## src/rtl/mult_ctrl_fsm_if.sv

```systemverilog
// Handshake and strobe bundle between the multiplier controller, the
// shift-and-add datapath and the surrounding system.
interface mult_ctrl_fsm_if;
  logic i_start;
  logic A_out;
  logic load_A;
  logic load_B;
  logic clr_ACC_reg;
  logic load_ACC;
  logic shift_A_reg;
  logic sel_SUM;
  logic Lsb_out;
  logic Msb_out;
  logic o_busy;
  logic o_done;
  logic o_req_b;

  modport master (
    input  i_start, A_out,
    output load_A, load_B, clr_ACC_reg, load_ACC, shift_A_reg, sel_SUM,
           Lsb_out, Msb_out, o_busy, o_done, o_req_b
  );

  modport slave (
    output i_start, A_out,
    input  load_A, load_B, clr_ACC_reg, load_ACC, shift_A_reg, sel_SUM,
           Lsb_out, Msb_out, o_busy, o_done, o_req_b
  );
endinterface

```

## src/rtl/mult_ctrl_fsm.sv

```systemverilog
// Sequencer for the 8-bit shift-and-add multiplier: operand capture,
// WIDTH add/shift iterations, then low/high result byte readout.
module mult_ctrl_fsm #(
  parameter int WIDTH = 8,
  parameter int CNT_W = 4
) (
  input  logic             i_clk,
  input  logic             i_rst_n,
  mult_ctrl_fsm_if.master  ctl
);

  typedef enum logic [2:0] {
    IDLE   = 3'd0,
    LOAD_B = 3'd1,
    CALC   = 3'd2,
    OUT_LO = 3'd3,
    OUT_HI = 3'd4
  } state_t;

  localparam logic [CNT_W-1:0] LAST_ITER = CNT_W'(WIDTH - 1);

  state_t           state, state_nxt;
  logic [CNT_W-1:0] cnt, cnt_nxt;
  // Low during reset and the first cycle after release, so a start held
  // across reset cannot leak a load_A strobe in that window.
  logic             armed;

  always_ff @(posedge i_clk or negedge i_rst_n) begin
    if (!i_rst_n) begin
      state <= IDLE;
      cnt   <= '0;
      armed <= 1'b0;
    end else begin
      state <= state_nxt;
      cnt   <= cnt_nxt;
      armed <= 1'b1;
    end
  end

  always_comb begin
    state_nxt       = state;
    cnt_nxt         = cnt;
    ctl.load_A      = 1'b0;
    ctl.load_B      = 1'b0;
    ctl.clr_ACC_reg = 1'b0;
    ctl.load_ACC    = 1'b0;
    ctl.shift_A_reg = 1'b0;
    ctl.sel_SUM     = 1'b0;
    ctl.Lsb_out     = 1'b0;
    ctl.Msb_out     = 1'b0;
    ctl.o_busy      = 1'b1;
    ctl.o_done      = 1'b0;
    ctl.o_req_b     = 1'b0;

    case (state)
      IDLE: begin
        ctl.o_busy = 1'b0;
        ctl.load_A = ctl.i_start & armed;
        if (ctl.i_start && armed) state_nxt = LOAD_B;
      end
      LOAD_B: begin
        ctl.load_B      = 1'b1;
        ctl.clr_ACC_reg = 1'b1;
        ctl.o_req_b     = 1'b1;
        cnt_nxt         = '0;
        state_nxt       = CALC;
      end
      CALC: begin
        ctl.load_ACC    = 1'b1;
        ctl.shift_A_reg = 1'b1;
        ctl.sel_SUM     = ctl.A_out;
        cnt_nxt         = cnt + CNT_W'(1);
        if (cnt == LAST_ITER) state_nxt = OUT_LO;
      end
      OUT_LO: begin
        ctl.Lsb_out = 1'b1;
        state_nxt   = OUT_HI;
      end
      OUT_HI: begin
        ctl.Msb_out = 1'b1;
        ctl.o_done  = 1'b1;
        state_nxt   = IDLE;
      end
      default: begin
        ctl.o_busy = 1'b0;
        state_nxt  = IDLE;
      end
    endcase
  end

endmodule
```

## src/flat_wrapper.sv

```systemverilog
// flat-port wrapper written by rule: the top's interface ports become plain ports
module mult_ctrl_fsm_flat 
#(
  parameter int WIDTH = 8,
  parameter int CNT_W = 4
)
  (i_clk, i_rst_n, ctl_i_start, ctl_A_out, ctl_load_A, ctl_load_B, ctl_clr_ACC_reg, ctl_load_ACC, ctl_shift_A_reg, ctl_sel_SUM, ctl_Lsb_out, ctl_Msb_out, ctl_o_busy, ctl_o_done, ctl_o_req_b);
  mult_ctrl_fsm_if ctl_i ();
  input  logic i_clk;
  input  logic i_rst_n;
  input wire logic [$bits(ctl_i.i_start)-1:0] ctl_i_start;
  input wire logic [$bits(ctl_i.A_out)-1:0] ctl_A_out;
  output wire logic [$bits(ctl_i.load_A)-1:0] ctl_load_A;
  output wire logic [$bits(ctl_i.load_B)-1:0] ctl_load_B;
  output wire logic [$bits(ctl_i.clr_ACC_reg)-1:0] ctl_clr_ACC_reg;
  output wire logic [$bits(ctl_i.load_ACC)-1:0] ctl_load_ACC;
  output wire logic [$bits(ctl_i.shift_A_reg)-1:0] ctl_shift_A_reg;
  output wire logic [$bits(ctl_i.sel_SUM)-1:0] ctl_sel_SUM;
  output wire logic [$bits(ctl_i.Lsb_out)-1:0] ctl_Lsb_out;
  output wire logic [$bits(ctl_i.Msb_out)-1:0] ctl_Msb_out;
  output wire logic [$bits(ctl_i.o_busy)-1:0] ctl_o_busy;
  output wire logic [$bits(ctl_i.o_done)-1:0] ctl_o_done;
  output wire logic [$bits(ctl_i.o_req_b)-1:0] ctl_o_req_b;
  assign ctl_i.i_start = ctl_i_start;
  assign ctl_i.A_out = ctl_A_out;
  assign ctl_load_A = ctl_i.load_A;
  assign ctl_load_B = ctl_i.load_B;
  assign ctl_clr_ACC_reg = ctl_i.clr_ACC_reg;
  assign ctl_load_ACC = ctl_i.load_ACC;
  assign ctl_shift_A_reg = ctl_i.shift_A_reg;
  assign ctl_sel_SUM = ctl_i.sel_SUM;
  assign ctl_Lsb_out = ctl_i.Lsb_out;
  assign ctl_Msb_out = ctl_i.Msb_out;
  assign ctl_o_busy = ctl_i.o_busy;
  assign ctl_o_done = ctl_i.o_done;
  assign ctl_o_req_b = ctl_i.o_req_b;
  mult_ctrl_fsm #(.WIDTH(WIDTH), .CNT_W(CNT_W)) u_core (.i_clk(i_clk), .i_rst_n(i_rst_n), .ctl(ctl_i));
endmodule
```

## config.mk

```make
export PLATFORM = sky130hd
export DESIGN_NAME = mult_ctrl_fsm_flat
export DESIGN_NICKNAME = d
export VERILOG_FILES = /design/src/rtl/mult_ctrl_fsm_if.sv /design/src/rtl/mult_ctrl_fsm.sv /design/src/flat_wrapper.sv
export SDC_FILE = /design/constraint.sdc
export NUM_CORES = 1
export LEC_CHECK = 0
export CAP_MARGIN = 20
export CORE_MARGIN = 8
export CORE_UTILIZATION = 31
export CTS_BUF_LIST = sky130_fd_sc_hd__clkbuf_8
export CTS_CLUSTER_SIZE = 30
export DETAILED_ROUTE_END_ITERATION = 6
export GPL_ROUTABILITY_DRIVEN = 0
export SLEW_MARGIN = 30
export SYNTH_ARGS = -nofsm -noshare
export SYNTH_HDL_FRONTEND = slang
export SYNTH_SLANG_ARGS = --single-unit
```

## constraint.sdc

```tcl
create_clock -name i_clk -period 3.5 [get_ports i_clk]
set_clock_uncertainty 0.15 [all_clocks]
set_input_delay 0.35 -clock i_clk [delete_from_list [all_inputs] [get_ports i_clk]]
set_output_delay 0.35 -clock i_clk [all_outputs]
set_load 0.05 [all_outputs]
```

==> impl_metrics.py, run 1 <==
metrics = {
    "global_routing": {
        "grt_max_degree": 9,
        "grtUsageTotal_pct": 6.49,
        "grt_pass1_wl_um": 1300,
        "grt_pass1_vias": 290,
        "antenna_found_initial": 0,
        "overflow": 0,
    },
    "clock_network": {
        "cts-root-buf": "clkbuf_8",
        "post_cts_buffers": 0,
        "htreeDepth": 1,
        "cts.sinks": 8,
        "cts_resized": 0,
        "clockBufferDepth": 2,
        "cts-buffers-inserted": 3,
        "cts_tree": "yes",
        "cts_hold_buf": 0,
        "clock_latency_ns": 0.23,
        "clkTransAtPathRegs_ns": 0.04,
    },
    "setup_path": {
        "critical_path_class": "reg -> out",
        "cp-startpoint": "u_core.state[2]",
        "worstPathRequired_ns": 3.00,
        "r2r_cells": 4,
        "critPathMaxFanout": 8,
        "cp-endpoint": "ctl_sel_SUM",
        "r2r_start": "u_core.state[1]",
        "r2r_slack_ns": 1.96,
        "r2r-end": "u_core.cnt[1]",
        "critPathCaptureType": "primary output",
        "cp-start-kind": "register",
        "arrival_ns": 2.12,
    },
    "sta": {
        "holdWs_ns": 0.251,
        "worst_pin_slew_ns": 0.503,
        "setup-tns-final_ns": 0,
        "min_period_over_period_pct": 75.0,
        "period_needed_ns": 2.62,
        "setup_violations": 0,
        "setup_ws_ns": 0.876,
        "hold_violations": 0,
        "slew_viol_final": 0,
        "fmax_ghz": 0.381,
        "rsz0062_at_grt": "no",
        "relSlewSlack_pct": 66.4,
    },
    "power": {
        "pwr_density_cell_nw_per_um2": 952,
        "leakage_nw": 0.286,
        "max-vdd-ir-drop_v": 0.000425,
    },
    "outcome": {
        "status": "finished, final reports clean",
    },
    "place": {
        "preCtsSetupSlack_ns": 1.11,
        "post-place-cells": 66,
        "post-dp-hpwl_um": 648,
        "io_buffers": 14,
    },
    "yosys": {
        "synth_compound_area_share_pct": 7.63,
        "synth_top_family_by_area": "simple AND/OR/NAND/NOR gates",
        "synth_xor_area_share_pct": 1.98,
        "synthAdderAreaFrac_pct": 2.82,
        "ys_types": 26,
        "yosys_warnings": 0,
        "syn_area_per_cell_um2": 10.8,
        "netlist_instances": 41,
        "synth_top_area_cell": "dfrtp_1",
        "synth.area.top_cells": "dfrtp_1, buf_4, nand4_4",
        "yosys.area_share.simple_pct": 28.8,
        "syn-cell-area_um2": 443,
        "synth_mux_area_share_pct": 2.26,
        "ys_seq_elements": 8,
        "yosysSeqAreaShare_pct": 45.2,
        "synth_top_area_share_pct": 45.2,
        "syn_nets": 46,
    },
    "drt": {
        "drt-total-wl_um": 828,
        "vias": 319,
        "drtIter0Drc": 1,
        "viasPerCell": 4.62,
        "wl_per_cell_um": 12.0,
        "drt_first_pass_iters": 2,
        "ant_nets": 0,
        "drc_errors": 0,
    },
    "layout": {
        "fill_cells": 125,
        "area_growth_pct": 38.4,
        "instances_no_fill": 69,
        "drive_gt1_share_pct": 16.7,
        "finalNetCount": 61,
        "diodes": 0,
    },
    "flow_run": {
        "max_cap_viol_count": 0,
    },
    "floorplanning": {
        "die_h_um": 53.8,
        "start_util_pct": 33.6,
        "rows": 13,
        "die_x_um": 53.8,
        "io_pins": 15,
        "core_area_um2": 1320,
        "die_area_um2": 2890,
    },
    "worst_hold_path": {
        "hold_path.class": "in -> async",
    },
}
==> kinds of logic after synthesis <==
kind of cell	Yosys count
xor gates and xnor gates	1
AOI/OAI and AO/OA	5
DFF	8
buffers and inverters	7
muxes	1
adders and majority gates	1
and+or+nand+nor	17
other	1
==> through the flow <==
stage	area [um^2]	utilization (%)	power (mW)
final	613	46.5	0.584
after detailed placement	572	43.4	0.481
after floorplan	443	-	0.402
after global routing	613	46.5	0.612
after CTS	613	46.5	0.593
after global placement	572	43.4	0.478
==> critical path: stages, from the launching register on <==
cell and delay [ns]:
dfrtp_1 0.44, or3b_4 0.44, clkinv_4 0.09, and2_2 0.13, clkdlybuf4s50_1 0.79
==> worst min path at each step <==
stage / end / depth (start not counted) / slack, ns
after floorplan: u_core.armed / 0 / -0.1
after global placement: u_core.cnt[3] / 1 / 0.32
after detailed placement: u_core.cnt[3] / 1 / 0.32
after CTS: u_core.state[1] / 1 / 0.27
after global routing: u_core.state[1] / 1 / 0.29
final: u_core.state[1] / 1 / 0.25
==> final cells by class <==
class                      count  area (um^2)  share of cell area (%)
multi-input combinational     26          196                    32.0
clock buffer                   3         41.3                    6.73
sequential                     8          200                    32.7
timing repair buffer          14          140                    22.9
inverter                       3         16.3                    2.65
tap                           15         18.8                    3.06
==> state kept, by name (all words and copies together), names as in the netlist <==
register and cells:
u_core.cnt 4, u_core.state 3, u_core.armed 1
==> Yosys cell counts (all sizes together) <==
master and number:
nand3 1, conb 1, buf 4, mux2i 1, a22o 1, and2 2, xnor2 1, a21o 1
and3b 2, nand2b 2, nand4 1, nor2 2, nand2 2, nor4 1, o21ai 1, a21oi 1
or3b 2, nor3 1, dfrtp 8, inv 2, ha 1, nand4b 1, o21a 1, clkinv 1
==> per-layer routing <==
layer / wire [um] / vias up / track usage (%)
met3: 82 / 0 / 5.23
li1: - / 162 / -
met2: 405 / 8 / 9.65
met1: 341 / 149 / 6.66
met5: 0 / - / 0
met4: 0 / 0 / 2.52
==> cells in the final DEF, fill, tap and decap left out, drive strengths merged <==
master	Yosys	layout
o21a	1	1
nand3	1	1
clkbuf	0	3
nand4	1	1
nor2	2	2
xnor2	1	1
nand4b	1	1
and2	2	2
a22o	1	1
nand2b	2	2
nand2	2	2
a21oi	1	1
and3b	2	2
inv	2	2
nor4	1	1
ha	1	1
o21ai	1	1
clkinv	1	1
nor3	1	1
a21o	1	1
or3b	2	2
dfrtp	8	8
mux2i	1	1
clkdlybuf4s50	0	14
conb	1	1
==> power breakdown <==
part / internal [mW] / switching [mW] / total, mW
clock: 0.0743 / 0.0341 / 0.108
combinational: 0.116 / 0.195 / 0.311
sequential: 0.124 / 0.0407 / 0.165
total: 0.314 / 0.269 / 0.584
No activity file was read; power rests on OpenSTA's default activity.
==> run 2: changes to the inputs <==
==> constraint.sdc (replaced) <==
create_clock -name i_clk -period 2.25 [get_ports i_clk]
set_clock_uncertainty 0.15 [all_clocks]
set_input_delay 0.225 -clock i_clk [delete_from_list [all_inputs] [get_ports i_clk]]
set_output_delay 0.225 -clock i_clk [all_outputs]
set_load 0.05 [all_outputs]
==> run 2 against run 1 <==
- register-to-register slack lost 1.5 ns
- first-iteration DRC count grew to 5.0 times the previous value
- die area is the same
- sequential cell count is the same
- critical path depth shrank 2
- core utilization grew 3.3 points
- sequential share of layout area shrank 2.2 points
- critical endpoint is now ctl_Lsb_out
- largest cell class is now multi-input combinational cells
- largest power group unchanged
==> impl_metrics.py, run 2 (synthesis results as in run 1) <==
metrics = {
    "floorplanning": {
        "die_x_um": 53.8,
        "rows": 13,
        "die_area_um2": 2890,
        "io_pins": 15,
        "die_h_um": 53.8,
        "start_util_pct": 33.6,
        "core_area_um2": 1320,
    },
    "flow_run": {
        "max_cap_viol_count": 0,
    },
    "clock_network": {
        "clockBufferDepth": 2,
        "cts-buffers-inserted": 3,
        "cts_hold_buf": 0,
        "cts_tree": "yes",
        "post_cts_buffers": 0,
        "cts-root-buf": "clkbuf_8",
        "clock_latency_ns": 0.22,
        "cts_resized": 0,
        "cts.sinks": 8,
        "clkTransAtPathRegs_ns": 0.04,
        "htreeDepth": 1,
    },
    "drt": {
        "drt_first_pass_iters": 4,
        "drtIter0Drc": 5,
        "top_layer": "met3",
        "wl_met2_um": 464,
        "routed-wl-met3_um": 60,
        "wl_per_cell_um": 12.8,
        "drt-total-wl_um": 886,
        "ant_nets": 0,
        "wl_met1_um": 361,
        "drc_errors": 0,
        "viasPerCell": 4.70,
        "vias": 324,
    },
    "setup_path": {
        "arrival_ns": 1.72,
        "worstPathRequired_ns": 1.88,
        "critical_path_class": "reg -> out",
        "r2r_start": "u_core.state[1]",
        "r2r-end": "u_core.cnt[1]",
        "r2r_slack_ns": 0.50,
        "critPathCaptureType": "primary output",
        "cp_cell_sequence": "and3b_2 -> clkdlybuf4s50_1",
        "r2r_cells": 4,
        "cp-start-kind": "register",
        "critical_path_buf_inv_count": 1,
        "critPathMaxFanout": 8,
        "crit_family": "buffers and inverters",
        "crit_slowest_cell": "clkdlybuf4s50_1",
        "path_depth": 2,
        "cp_slowest_stage_delay_ns": 0.79,
    },
    "global_routing": {
        "antenna_found_initial": 0,
        "grt_pass1_vias": 321,
        "grtUsageTotal_pct": 6.83,
        "grt_pass1_wl_um": 1430,
        "overflow": 0,
        "grt_max_degree": 9,
    },
    "sta": {
        "rsz0062_at_grt": "no",
        "fmax_ghz": 0.478,
        "hold_violations": 0,
        "setup-tns-final_ns": 0,
        "slew_viol_final": 0,
        "min_period_over_period_pct": 93.1,
        "period_needed_ns": 2.09,
        "setup_ws_ns": 0.156,
        "setup_violations": 0,
    },
    "layout": {
        "final_common_cell": "dfrtp_1",
        "finalNetCount": 61,
        "largest_reg_flops": 4,
        "diodes": 0,
        "reg_top3": "u_core.cnt (4), u_core.state (3), u_core.armed (1)",
        "area_growth_pct": 48.3,
        "drive_gt1_share_pct": 37.0,
        "final_cell_mix": "dfrtp_1, buf_12, buf_4, clkdlybuf4s50_1, clkbuf_8",
        "largest_register": "u_core.cnt",
    },
    "worst_hold_path": {
        "hold_path.class": "in -> async",
    },
    "power": {
        "pwr-share-seq_pct": 27.2,
        "p_sw_mw": 0.441,
        "max-vdd-ir-drop_v": 0.000635,
        "clkPwrFrac_pct": 17.9,
        "p_int_mw": 0.517,
        "power.total_mw": 0.959,
        "comb_power_share_pct": 54.9,
        "leakage_nw": 0.319,
        "pwr_density_cell_nw_per_um2": 1460,
        "switching_share_pct": 46.0,
    },
    "place": {
        "preCtsSetupSlack_ns": 0.387,
        "post-dp-hpwl_um": 683,
        "io_buffers": 14,
    },
    "outcome": {
        "status": "finished, final reports clean",
    },
}
[run 2: changes by cell type in the layout (fill, tap and decap cells not counted)]
cell and change:
nor4_2 +1, nor4_1 -1, clkdlybuf4s50_1 -10, buf_12 +5, buf_4 +5
[run 2: layout make-up]
class	instances	area (um^2)
fill	124	661
multi-input combinational	26	203
sequential	8	200
timing repair buffer	14	178
clock buffer	3	41.3
tap	15	18.8
inverter	3	16.3
[run 2: metrics by stage]
stage	instance area (um^2)	util (%)	hold slack, ns	instances
2_1_floorplan	449	-	-0.221	41
3_3_place_gp	616	46.7	0.316	66
3_5_place_dp	616	46.7	0.325	66
4_1_cts	657	49.9	0.141	69
5_1_grt	657	49.9	0.166	69
6_report	657	49.9	0.133	69
[run 2: layer usage]
| metal | GRT usage, % | up-vias |
|---|---|---|
| met1 | 7.00 | 156 |
| li1 | - | 163 |
| met2 | 11.6 | 5 |
| met4 | 3.78 | 0 |
| met5 | 0 | - |
| met3 | 2.75 | 0 |
[run 2: worst max path at each step]
| stage | from | to | slack (ns) |
|---|---|---|---|
| detailed placement | u_core.state[2] | ctl_Lsb_out | 0.39 |
| floorplan | u_core.state[1] | ctl_load_B | 0.39 |
| CTS | u_core.state[2] | ctl_Lsb_out | 0.15 |
| finish | u_core.state[2] | ctl_Lsb_out | 0.16 |
| global route | u_core.state[2] | ctl_Lsb_out | 0.12 |
| global placement | u_core.state[2] | ctl_Lsb_out | 0.41 |
[run 2: power groups by stage]
| stage | clock network (mW) | registers, mW | logic [mW] |
|---|---|---|---|
| global placement | 0 | 0.256 | 0.529 |
| floorplan | 0 | 0.246 | 0.383 |
| detailed placement | 0 | 0.260 | 0.533 |
| global route | 0.184 | 0.268 | 0.558 |
| CTS | 0.176 | 0.260 | 0.535 |
| finish | 0.171 | 0.261 | 0.526 |
